**config.mk**
```make
export PLATFORM = sky130hd
export DESIGN_NAME = grad_read_arbiter
export DESIGN_NICKNAME = d
export VERILOG_FILES = /design/src/rtl/sift_pkg.sv /design/src/rtl/rr_priority_pick.sv /design/src/rtl/grad_read_arbiter.sv
export SDC_FILE = /design/constraint.sdc
export NUM_CORES = 1
export LEC_CHECK = 0
export CORE_UTILIZATION = 41
export DETAILED_ROUTE_END_ITERATION = 8
export MAX_ROUTING_LAYER = met4
export PLACE_DENSITY = 0.79
export SETUP_SLACK_MARGIN = 0.4
export SLEW_MARGIN = 5
export SYNTH_ARGS = -nofsm -noshare
export SYNTH_HDL_FRONTEND = slang
export SYNTH_SLANG_ARGS = --single-unit
export TNS_END_PERCENT = 5
```
**constraint.sdc**
```tcl
create_clock -name clk -period 3.25 [get_ports clk]
set_input_delay 0.4875 -clock clk [delete_from_list [all_inputs] [get_ports clk]]
set_output_delay 0.4875 -clock clk [all_outputs]
set_load 0.02 [all_outputs]
```
**src/rtl/sift_pkg.sv**
```systemverilog
// Shared types for the gradient-pyramid read path: lock state, requester ids
// and the conventional requester slots of the histogram engines.
package sift_pkg;

   typedef enum logic {
      UNLOCKED = 1'b0,
      LOCKED   = 1'b1
   } lock_state_t;

   localparam int REQ_ID_W = 3;
   typedef logic [REQ_ID_W-1:0] req_id_t;

   localparam req_id_t REQ_HIST_O1 = req_id_t'(0);
   localparam req_id_t REQ_HIST_O2 = req_id_t'(1);
   localparam req_id_t REQ_HIST_O3 = req_id_t'(2);

endpackage

```
**src/rtl/rr_priority_pick.sv**
```systemverilog
// One-hot picker: grants the first set request found at or after ptr_i,
// wrapping modulo N.
module rr_priority_pick #(
   parameter int N     = 3,
   parameter int PTR_W = (N > 1) ? $clog2(N) : 1
) (
   input  logic [N-1:0]     req_i,
   input  logic [PTR_W-1:0] ptr_i,
   output logic [N-1:0]     grant_o
);

   always_comb begin
      int   idx;
      logic found;
      grant_o = '0;
      found   = 1'b0;
      idx     = 0;
      for (int k = 0; k < N; k++) begin
         idx = int'(ptr_i) + k;
         if (idx >= N) idx = idx - N;
         for (int j = 0; j < N; j++) begin
            if (!found && (j == idx) && req_i[j]) begin
               grant_o[j] = 1'b1;
               found      = 1'b1;
            end
         end
      end
   end

endmodule

```
**src/rtl/grad_read_arbiter.sv**
```systemverilog
// Round-robin arbiter with burst lock sharing one gradient BRAM read port;
// tracks in-flight reads and steers each returned x/y pair to its issuer.
module grad_read_arbiter
   import sift_pkg::*;
#(
   parameter int N_REQ        = 3,
   parameter int ADDR_W       = 12,
   parameter int BIT_DEPTH    = 8,
   parameter int READ_LATENCY = 2,
   parameter int MAX_BURST    = 16
) (
   input  logic                        clk,
   input  logic                        rst_in,
   input  logic [N_REQ-1:0]            req_valid,
   input  logic [N_REQ*ADDR_W-1:0]     req_addr,
   input  logic [N_REQ-1:0]            req_lock,
   output logic [N_REQ-1:0]            req_ready,
   output logic [ADDR_W-1:0]           bram_addr,
   input  logic signed [BIT_DEPTH-1:0] bram_x_grad,
   input  logic signed [BIT_DEPTH-1:0] bram_y_grad,
   output logic [N_REQ-1:0]            resp_valid,
   output logic signed [BIT_DEPTH-1:0] resp_x_grad,
   output logic signed [BIT_DEPTH-1:0] resp_y_grad,
   output logic                        busy
);

   localparam int PTR_W = $clog2(N_REQ);
   localparam int CNT_W = $clog2(MAX_BURST + 1);
   localparam int DEPTH = READ_LATENCY + 1;

   typedef struct packed {
      logic    valid;
      req_id_t id;
   } track_t;

   lock_state_t           lock_state_q, lock_state_d;
   req_id_t               lock_owner_q, lock_owner_d;
   logic [CNT_W-1:0]      burst_cnt_q, burst_cnt_d;
   logic [PTR_W-1:0]      rr_ptr_q, rr_ptr_d;
   logic                  owner_idle_q, owner_idle_d;
   logic [ADDR_W-1:0]     bram_addr_q, bram_addr_d;
   logic signed [BIT_DEPTH-1:0] resp_x_q, resp_y_q;
   track_t                track_q [DEPTH];

   logic [N_REQ-1:0]      rr_grant;
   logic [N_REQ-1:0]      owner_onehot;
   logic                  owner_valid;
   logic                  hs;
   logic                  hs_lock;
   req_id_t               grant_id;
   logic [ADDR_W-1:0]     grant_addr;
   int                    grant_next_ptr;
   int                    owner_next_ptr;
   logic                  busy_int;

   rr_priority_pick #(
      .N     (N_REQ),
      .PTR_W (PTR_W)
   ) u_pick (
      .req_i   (req_valid),
      .ptr_i   (rr_ptr_q),
      .grant_o (rr_grant)
   );

   for (genvar gi = 0; gi < N_REQ; gi++) begin : g_per_req
      assign owner_onehot[gi] = (lock_owner_q == req_id_t'(gi));
      assign resp_valid[gi]   = !rst_in && track_q[DEPTH-1].valid &&
                                (track_q[DEPTH-1].id == req_id_t'(gi));
   end

   assign owner_valid = |(req_valid & owner_onehot);

   // While locked only the owner can see ready; everyone else stalls.
   always_comb begin
      req_ready = '0;
      if (!rst_in) begin
         if (lock_state_q == LOCKED) req_ready = req_valid & owner_onehot;
         else                        req_ready = rr_grant;
      end
   end

   assign hs      = |(req_valid & req_ready);
   assign hs_lock = |(req_lock & req_ready);

   always_comb begin
      grant_id       = '0;
      grant_addr     = '0;
      grant_next_ptr = 0;
      owner_next_ptr = 0;
      for (int i = 0; i < N_REQ; i++) begin
         if (req_ready[i]) begin
            grant_id       = req_id_t'(i);
            grant_addr     = req_addr[i*ADDR_W +: ADDR_W];
            grant_next_ptr = (i + 1 == N_REQ) ? 0 : i + 1;
         end
         if (owner_onehot[i]) owner_next_ptr = (i + 1 == N_REQ) ? 0 : i + 1;
      end
   end

   always_comb begin
      lock_state_d = lock_state_q;
      lock_owner_d = lock_owner_q;
      burst_cnt_d  = burst_cnt_q;
      rr_ptr_d     = rr_ptr_q;
      owner_idle_d = owner_idle_q;
      bram_addr_d  = hs ? grant_addr : bram_addr_q;
      case (lock_state_q)
         UNLOCKED: begin
            owner_idle_d = 1'b0;
            if (hs) begin
               rr_ptr_d = PTR_W'(grant_next_ptr);
               if (hs_lock && (MAX_BURST > 1)) begin
                  lock_state_d = LOCKED;
                  lock_owner_d = grant_id;
                  burst_cnt_d  = CNT_W'(1);
               end
            end
         end
         LOCKED: begin
            if (hs) begin
               owner_idle_d = 1'b0;
               rr_ptr_d     = PTR_W'(grant_next_ptr);
               // The handshake that brings the count to MAX_BURST releases the lock.
               if (!hs_lock || (burst_cnt_q == CNT_W'(MAX_BURST - 1))) begin
                  lock_state_d = UNLOCKED;
                  burst_cnt_d  = '0;
               end else begin
                  burst_cnt_d = burst_cnt_q + CNT_W'(1);
               end
            end else if (!owner_valid) begin
               if (owner_idle_q) begin
                  lock_state_d = UNLOCKED;
                  rr_ptr_d     = PTR_W'(owner_next_ptr);
                  burst_cnt_d  = '0;
                  owner_idle_d = 1'b0;
               end else begin
                  owner_idle_d = 1'b1;
               end
            end
         end
         default: lock_state_d = UNLOCKED;
      endcase
   end

   always_ff @(posedge clk) begin
      if (rst_in) begin
         lock_state_q <= UNLOCKED;
         lock_owner_q <= '0;
         burst_cnt_q  <= '0;
         rr_ptr_q     <= '0;
         owner_idle_q <= 1'b0;
         bram_addr_q  <= '0;
         resp_x_q     <= '0;
         resp_y_q     <= '0;
         for (int k = 0; k < DEPTH; k++) track_q[k] <= '0;
      end else begin
         lock_state_q <= lock_state_d;
         lock_owner_q <= lock_owner_d;
         burst_cnt_q  <= burst_cnt_d;
         rr_ptr_q     <= rr_ptr_d;
         owner_idle_q <= owner_idle_d;
         bram_addr_q  <= bram_addr_d;
         track_q[0]   <= '{valid: hs, id: grant_id};
         for (int k = 1; k < DEPTH; k++) track_q[k] <= track_q[k-1];
         // BRAM data for a read is valid while its tag sits one stage before the end.
         if (track_q[READ_LATENCY-1].valid) begin
            resp_x_q <= bram_x_grad;
            resp_y_q <= bram_y_grad;
         end
      end
   end

   always_comb begin
      busy_int = |req_valid;
      for (int k = 0; k < DEPTH; k++) busy_int = busy_int | track_q[k].valid;
   end

   assign bram_addr   = bram_addr_q;
   assign resp_x_grad = resp_x_q;
   assign resp_y_grad = resp_y_q;
   assign busy        = busy_int;

endmodule

```
Word-level counts from Yosys, hierarchy flattened
Memory sizes are Yosys's and may differ from the RTL's.
Index checks and enable logic that the tools add are counted.
- bitwise gates (word level): 10
- equal/unequal tests: 15
- reductions and logical operators: 44
- muxes and demuxes: 60
- $add $sub $neg: 6
- $lt $le $gt $ge: 3
- operators with widths (operator ; count):
    2-bit by 32-bit == test with 1-bit output (first input constant) ; 3
    3-bit by 32-bit == test with 1-bit output (first input constant) ; 3
    32-bit logical NOT ; 3
    32-bit 2-to-1 mux ; 3
    32-bit by 3-bit greater-or-equal comparator with 1-bit output (second input constant) ; 2
    32-bit by 3-bit subtractor with 32-bit output (second input constant) ; 2
    12-bit 2-to-1 mux ; 3
    1-bit 2-to-1 mux ; 30
    5-bit 2-to-1 mux ; 6
    1-bit logical AND ; 21
    2-bit 2-to-1 mux ; 8
    4-bit 2-to-1 mux ; 3
    3-bit OR reduction ; 4
    1-bit logical NOT ; 10
    5-bit case mux with 2 select lines ; 1
    3-bit AND ; 3
    3-bit 2-to-1 mux ; 3
    3-bit by 1-bit == test with 1-bit output (second input constant) ; 2
    3-bit by 2-bit == test with 1-bit output (second input constant) ; 2
    3-bit logical NOT ; 2
    1-bit OR ; 6
    3-bit AND reduction ; 2
    5-bit by 1-bit adder with 5-bit output (second input constant) ; 1
    5-bit by 4-bit == test with 1-bit output (second input constant) ; 1
    12 further kinds ; 14
- memories kept: 1
- logic and storage cells: 147
- bits of input ports: 60
- bits in writable memories: 12
- flip-flop bits (word level): 40
- output and inout bits: 35
- memories (memory ; words ; width ; read ports ; clocked after Yosys merged registers in ; wr ports ; line ; RTL):
    track_q ; 3 ; 4 ; 3 ; 0 ; 3 ; grad_read_arbiter.sv:43 ; track_t track_q [DEPTH];

Longest topological paths before layout
- depth in word-level cells: 46
- depth in mapped cells: 10
- mapped depth without buffers: 8

By module
Synthesis repeated with hierarchy kept, for this count alone.
- cells, all modules: 250
- area, all modules: 2351.0 um2
- by module, submodules not included (module ; instances ; seq. area each (um2) ; cells each ; area each (um2)):
    grad_read_arbiter ; 1 ; 960.9 ; 236 ; 2255.9
    rr_priority_pick ; 1 ; 0.0 ; 14 ; 95.1

Worst setup path before layout
Ideal clock, no wire load.
- kind: register to register
- start: register rr_ptr_q[0]
- end: register lock_owner_q[0]
- slack: 916 ps
- library setup time: 121 ps
- data arrival time: 2213 ps
- clock period less this slack: 2334 ps
- path buffers: 1
- cell stages (with the launch flop): 10
- data required time: 3129 ps
- path through: dfxtp_1 -> inv_1 -> ha_1 -> o21ba_2 -> o2111ai_1 -> a21oi_2 -> a222oi_1 -> buf_2 -> nor2_1 -> mux2_2
- cells in the longest elaborated chain, start to end: 42
- elaborated cells between the ends (all ways): 70
- classes of those cells: 5 x add/sub; 3 x order compare; 6 x eq/ne; 23 x mux; 2 x bitwise; 31 x reduce/logical
- ends and longest elaborated chain (element ; line ; RTL):
    start: declaration ; grad_read_arbiter.sv:39 ; logic [PTR_W-1:0] rr_ptr_q, rr_ptr_d;
    start signal: assignment ; grad_read_arbiter.sv:160 ; rr_ptr_q <= rr_ptr_d;
    branches (longest 37 deep; another with 32-bit by 3-bit subtractor with 32-bit output) ; - ;
    3-bit 2-to-1 mux (*) ; grad_read_arbiter.sv:77 ; if (lock_state_q == LOCKED) req_ready = req_valid & owner_onehot;
    3-bit 2-to-1 mux (*) ; grad_read_arbiter.sv:76 ; if (!rst_in) begin
    3-bit AND, on equally long branches ; grad_read_arbiter.sv:82, grad_read_arbiter.sv:83 ;
    3-bit OR reduction, on equally long branches ; grad_read_arbiter.sv:82, grad_read_arbiter.sv:83 ;
    3-bit AND reduction (no source line) ; - ;
    end signal: assignment ; grad_read_arbiter.sv:158 ; lock_owner_q <= lock_owner_d;
    end: declaration ; grad_read_arbiter.sv:37 ; req_id_t lock_owner_q, lock_owner_d;
Every way passes the cells marked *.
A chain may end at the register's enable or synchronous reset.

Final worst setup path
- start: input port req_valid[2]
- end: output port req_ready[2]
- cells in the longest elaborated chain, start to end: 28
- elaborated cells between the ends (all ways): 31
- classes of those cells: 11 x mux; 1 x bitwise; 19 x reduce/logical
- ends and longest elaborated chain (element ; line ; RTL):
    start: declaration ; grad_read_arbiter.sv:14 ; input logic [N_REQ-1:0] req_valid,
    1-bit logical AND ; rr_priority_pick.sv:22 ; if (!found && (j == idx) && req_i[j]) begin
    1-bit 2-to-1 mux ; rr_priority_pick.sv:22 ;
    1-bit logical NOT ; rr_priority_pick.sv:22 ;
    1-bit logical AND (2 in series) ; rr_priority_pick.sv:22 ;
    1-bit 2-to-1 mux ; rr_priority_pick.sv:22 ;
    1-bit logical NOT ; rr_priority_pick.sv:22 ;
    1-bit logical AND (2 in series) ; rr_priority_pick.sv:22 ;
    1-bit 2-to-1 mux ; rr_priority_pick.sv:22 ;
    (+8 left out) ; - ;
    1-bit logical NOT ; rr_priority_pick.sv:22 ;
    1-bit logical AND (2 in series) ; rr_priority_pick.sv:22 ;
    1-bit 2-to-1 mux ; rr_priority_pick.sv:22 ;
    1-bit logical NOT ; rr_priority_pick.sv:22 ;
    1-bit logical AND (2 in series) ; rr_priority_pick.sv:22 ;
    1-bit 2-to-1 mux ; rr_priority_pick.sv:22 ;
    3-bit 2-to-1 mux (*) ; grad_read_arbiter.sv:77 ;
    3-bit 2-to-1 mux (*) ; grad_read_arbiter.sv:76 ;
    end: declaration ; grad_read_arbiter.sv:17 ; output logic [N_REQ-1:0] req_ready,
Every way passes the cells marked *; elsewhere a longest branch is shown, timed or not.

==> impl_metrics.py <==
metrics = {
    "global_routing": {
        "grt_pass1_vias": 1997,
        "grt_pass1_wl_um": 8730,
        "antenna_found_initial": 0,
        "overflow": 0,
        "gr-usage-all-layers": 0.216,
        "grt_max_degree": 39,
    },
    "cells_and_area": {
        "fill_cells": 432,
        "layout_common_cells": "clkdlybuf4s50_1, dfxtp_1, nor2_1",
        "area_delta_synth_final_pct": 53.7,
        "final_area_sq_um": 3200,
        "nNetsFinal": 383,
        "n_antenna_cell": 0,
        "layout_commonest_cell": "clkdlybuf4s50_1",
        "drive_above_1_share": 0.0750,
    },
    "setup_path": {
        "required_ns": 2.76,
        "endpoint_kind": "output port",
        "r2r_cells": 9,
        "reg2reg_from": "rr_ptr_q[0]",
        "cp.arrival_ns": 2.35,
        "r2r_setup_slack_ns": 0.61,
        "startpoint_type": "primary input",
        "path_class": "in2out",
        "worst-path-max-fanout": 7,
        "reg2reg_to": "burst_cnt_q[3]",
    },
    "clock_network": {
        "clockBufferDepth": 2,
        "cts_tree": "done",
        "clk-insertion-delay-late_ns": 0.29,
        "cts_sinks": 48,
        "hold_buffers": 0,
        "path_clk_slew_ns": 0.08,
        "cts_max_level": 2,
        "clockRootBuffer": "clkbuf_8",
        "numCtsBuffers": 5,
    },
    "min_path": {
        "min_from": "track_q[0][1]",
        "min_to": "track_q[0][5]",
        "holdPathStages": 1,
        "hold_path_class": "reg2reg",
    },
    "placed_design": {
        "place_area_sq_um": 3100,
        "numPortBuffers": 94,
        "globalplace.congestion": 0.914,
        "dpl.hpwl_um": 3970,
    },
    "yosys": {
        "synth_nets": 288,
        "postSynth.asyncResetShare": 0,
        "synth_flop_cell": "dfxtp_1",
        "yosysTopAreaCell": "dfxtp_1",
        "synth_top_area_share": 0.461,
        "yosysWarnings": 0,
        "ys_seq_area_frac": 0.461,
        "synthTopCellsByArea": "dfxtp_1, mux2i_1, a222oi_1, nor2_1, a21oi_1",
        "synth.avg_cell_area_sq_um": 9.31,
        "synth_edf_count": 0,
        "syn_inst": 224,
        "mappedNetlistArea_sq_um": 2080,
        "synth-seq-cells": 48,
        "synth_cell_types": 42,
    },
    "power_and_ir_drop": {
        "vdd_drop_max_uv": 272,
        "power_density_nw_per_um2": 463,
        "p_leak_nw": 1.18,
    },
    "sta": {
        "setup_viol_count_final": 0,
        "maxSlewHeadroom": 0.531,
        "drv_slew": 0,
        "tightestPinTransition_ns": 0.698,
        "finalHoldViolCount": 0,
        "tns_ns": 0,
        "period_share": 0.874,
        "clock_skew_ns": 0.00631,
        "grt_setup_unrepaired": "yes",
        "fmax_mhz": 352,
        "min_period_ns": 2.84,
    },
    "routing": {
        "drtIter0Drc": 133,
        "drc": 0,
        "drtPass1Iterations": 4,
        "drt_wl_total_um": 5410,
        "viasPerCell": 5.19,
        "wire_per_inst_um": 14.0,
        "ant_nets": 0,
        "dr_total_vias": 2010,
    },
    "run": {
        "maxCapViolations": 0,
    },
    "die": {
        "rows": 25,
        "initial_core_util": 0.433,
        "coreArea_sq_um": 4820,
        "ios": 95,
        "die-height_um": 73.3,
        "fp.dieW_um": 73.3,
        "dieArea_sq_um": 5370,
    },
    "run_status": {
        "status": "finished, final reports clean",
    },
}
cell families (layout without fill, tap and decap cells):
logic type,Yosys count,count (layout),synth area share
AND/OR/NAND/NOR,81,81,0.191
AO/OA/AOI/OAI,50,50,0.188
flip-flops,48,48,0.461
buffers and inverters,22,118,0.0432
multiplexers,19,19,0.0924
adder cells (fa/ha/maj),4,4,0.0240
worst max path at each step:
stage	from	endpoint
3_5_place_dp	req_valid[2]	lock_owner_q[0]
6_report	req_valid[2]	req_ready[2]
2_1_floorplan	rr_ptr_q[0]	lock_owner_q[0]
3_3_place_gp	req_valid[2]	lock_owner_q[0]
4_1_cts	rr_ptr_q[0]	lock_owner_q[0]
5_1_grt	req_valid[2]	req_ready[2]
Yosys cell counts, types with 2 or more instances:
| cell type | number |
|---|---|
| buf_2 | 3 |
| ha_1 | 4 |
| or3_1 | 2 |
| nor3b_1 | 2 |
| mux2_2 | 2 |
| nand3b_1 | 3 |
| nand3_1 | 3 |
| nand4b_1 | 2 |
| mux2i_1 | 17 |
| o31ai_1 | 3 |
| nor2b_1 | 11 |
| clkbuf_1 | 11 |
| nand2_1 | 19 |
| nand2b_1 | 4 |
| a222oi_1 | 13 |
| dfxtp_1 | 48 |
| inv_1 | 6 |
| a21oi_1 | 18 |
| nor2_1 | 27 |
| nor3_1 | 4 |
per-layer routing:
metal | global-route usage | share of wire | wire length, um | up-vias
li1 | - | - | - | 999
met1 | 0.242 | 0.42 | 2270 | 934
met2 | 0.378 | 0.50 | 2710 | 71
met3 | 0.0617 | 0.071 | 384 | 6
met4 | 0.0534 | 0.0079 | 43 | 0
met5 | - | 0 | 0 | -
repair_timing:
action	4_1_cts	5_1_grt
endpoints found under the setup margin	3	10
gates resized for setup	1	0
buffers inserted	0	1
pin swaps	0	1
final cells by class:
cell class,instances,area [sq um],area share
Clock inverter,1,7.51,0.00234
Timing Repair Buffer,104,1010,0.315
Inverter,6,22.5,0.00703
Clock buffer,7,86.3,0.0269
Multi-Input combinational cell,154,1030,0.323
Tap cell,67,83.8,0.0262
Sequential cell,48,961,0.300
worst max-delay path: stages:
cell             delay, ns
clkdlybuf4s50_1       0.59
nor2b_1               0.17
o2111ai_1             0.20
a21oi_2               0.24
clkdlybuf4s50_1       0.66
sequential cells by signal, indices dropped and copies added, names as in the netlist:
| signal | count |
|---|---|
| burst_cnt_q | 5 |
| owner_idle_q | 1 |
| resp_x_grad | 8 |
| rr_ptr_q | 2 |
| lock_state_q | 1 |
| resp_y_grad | 8 |
| lock_owner_q | 2 |
| bram_addr | 12 |
| track_q | 9 |
report_power, final:
group | leakage, nW | internal, mW | switching, mW
registers | 0.392 | 0.643 | 0.0376
logic | 0.746 | 0.230 | 0.208
clock network | 0.0445 | 0.173 | 0.191
per-stage QoR:
stage	std cells	utilization	hold WS [ns]	total power [mW]	worst slack [ns]
floorplan	224	-	0.414	0.921	0.916
global placement	378	0.644	0.419	1.12	0.256
detailed placement	378	0.644	0.429	1.13	0.153
CTS	386	0.664	0.448	1.49	0.373
global route	387	0.665	0.458	1.56	0.314
finish	387	0.665	0.444	1.48	0.411
No activity file was read; power rests on OpenSTA's default activity.
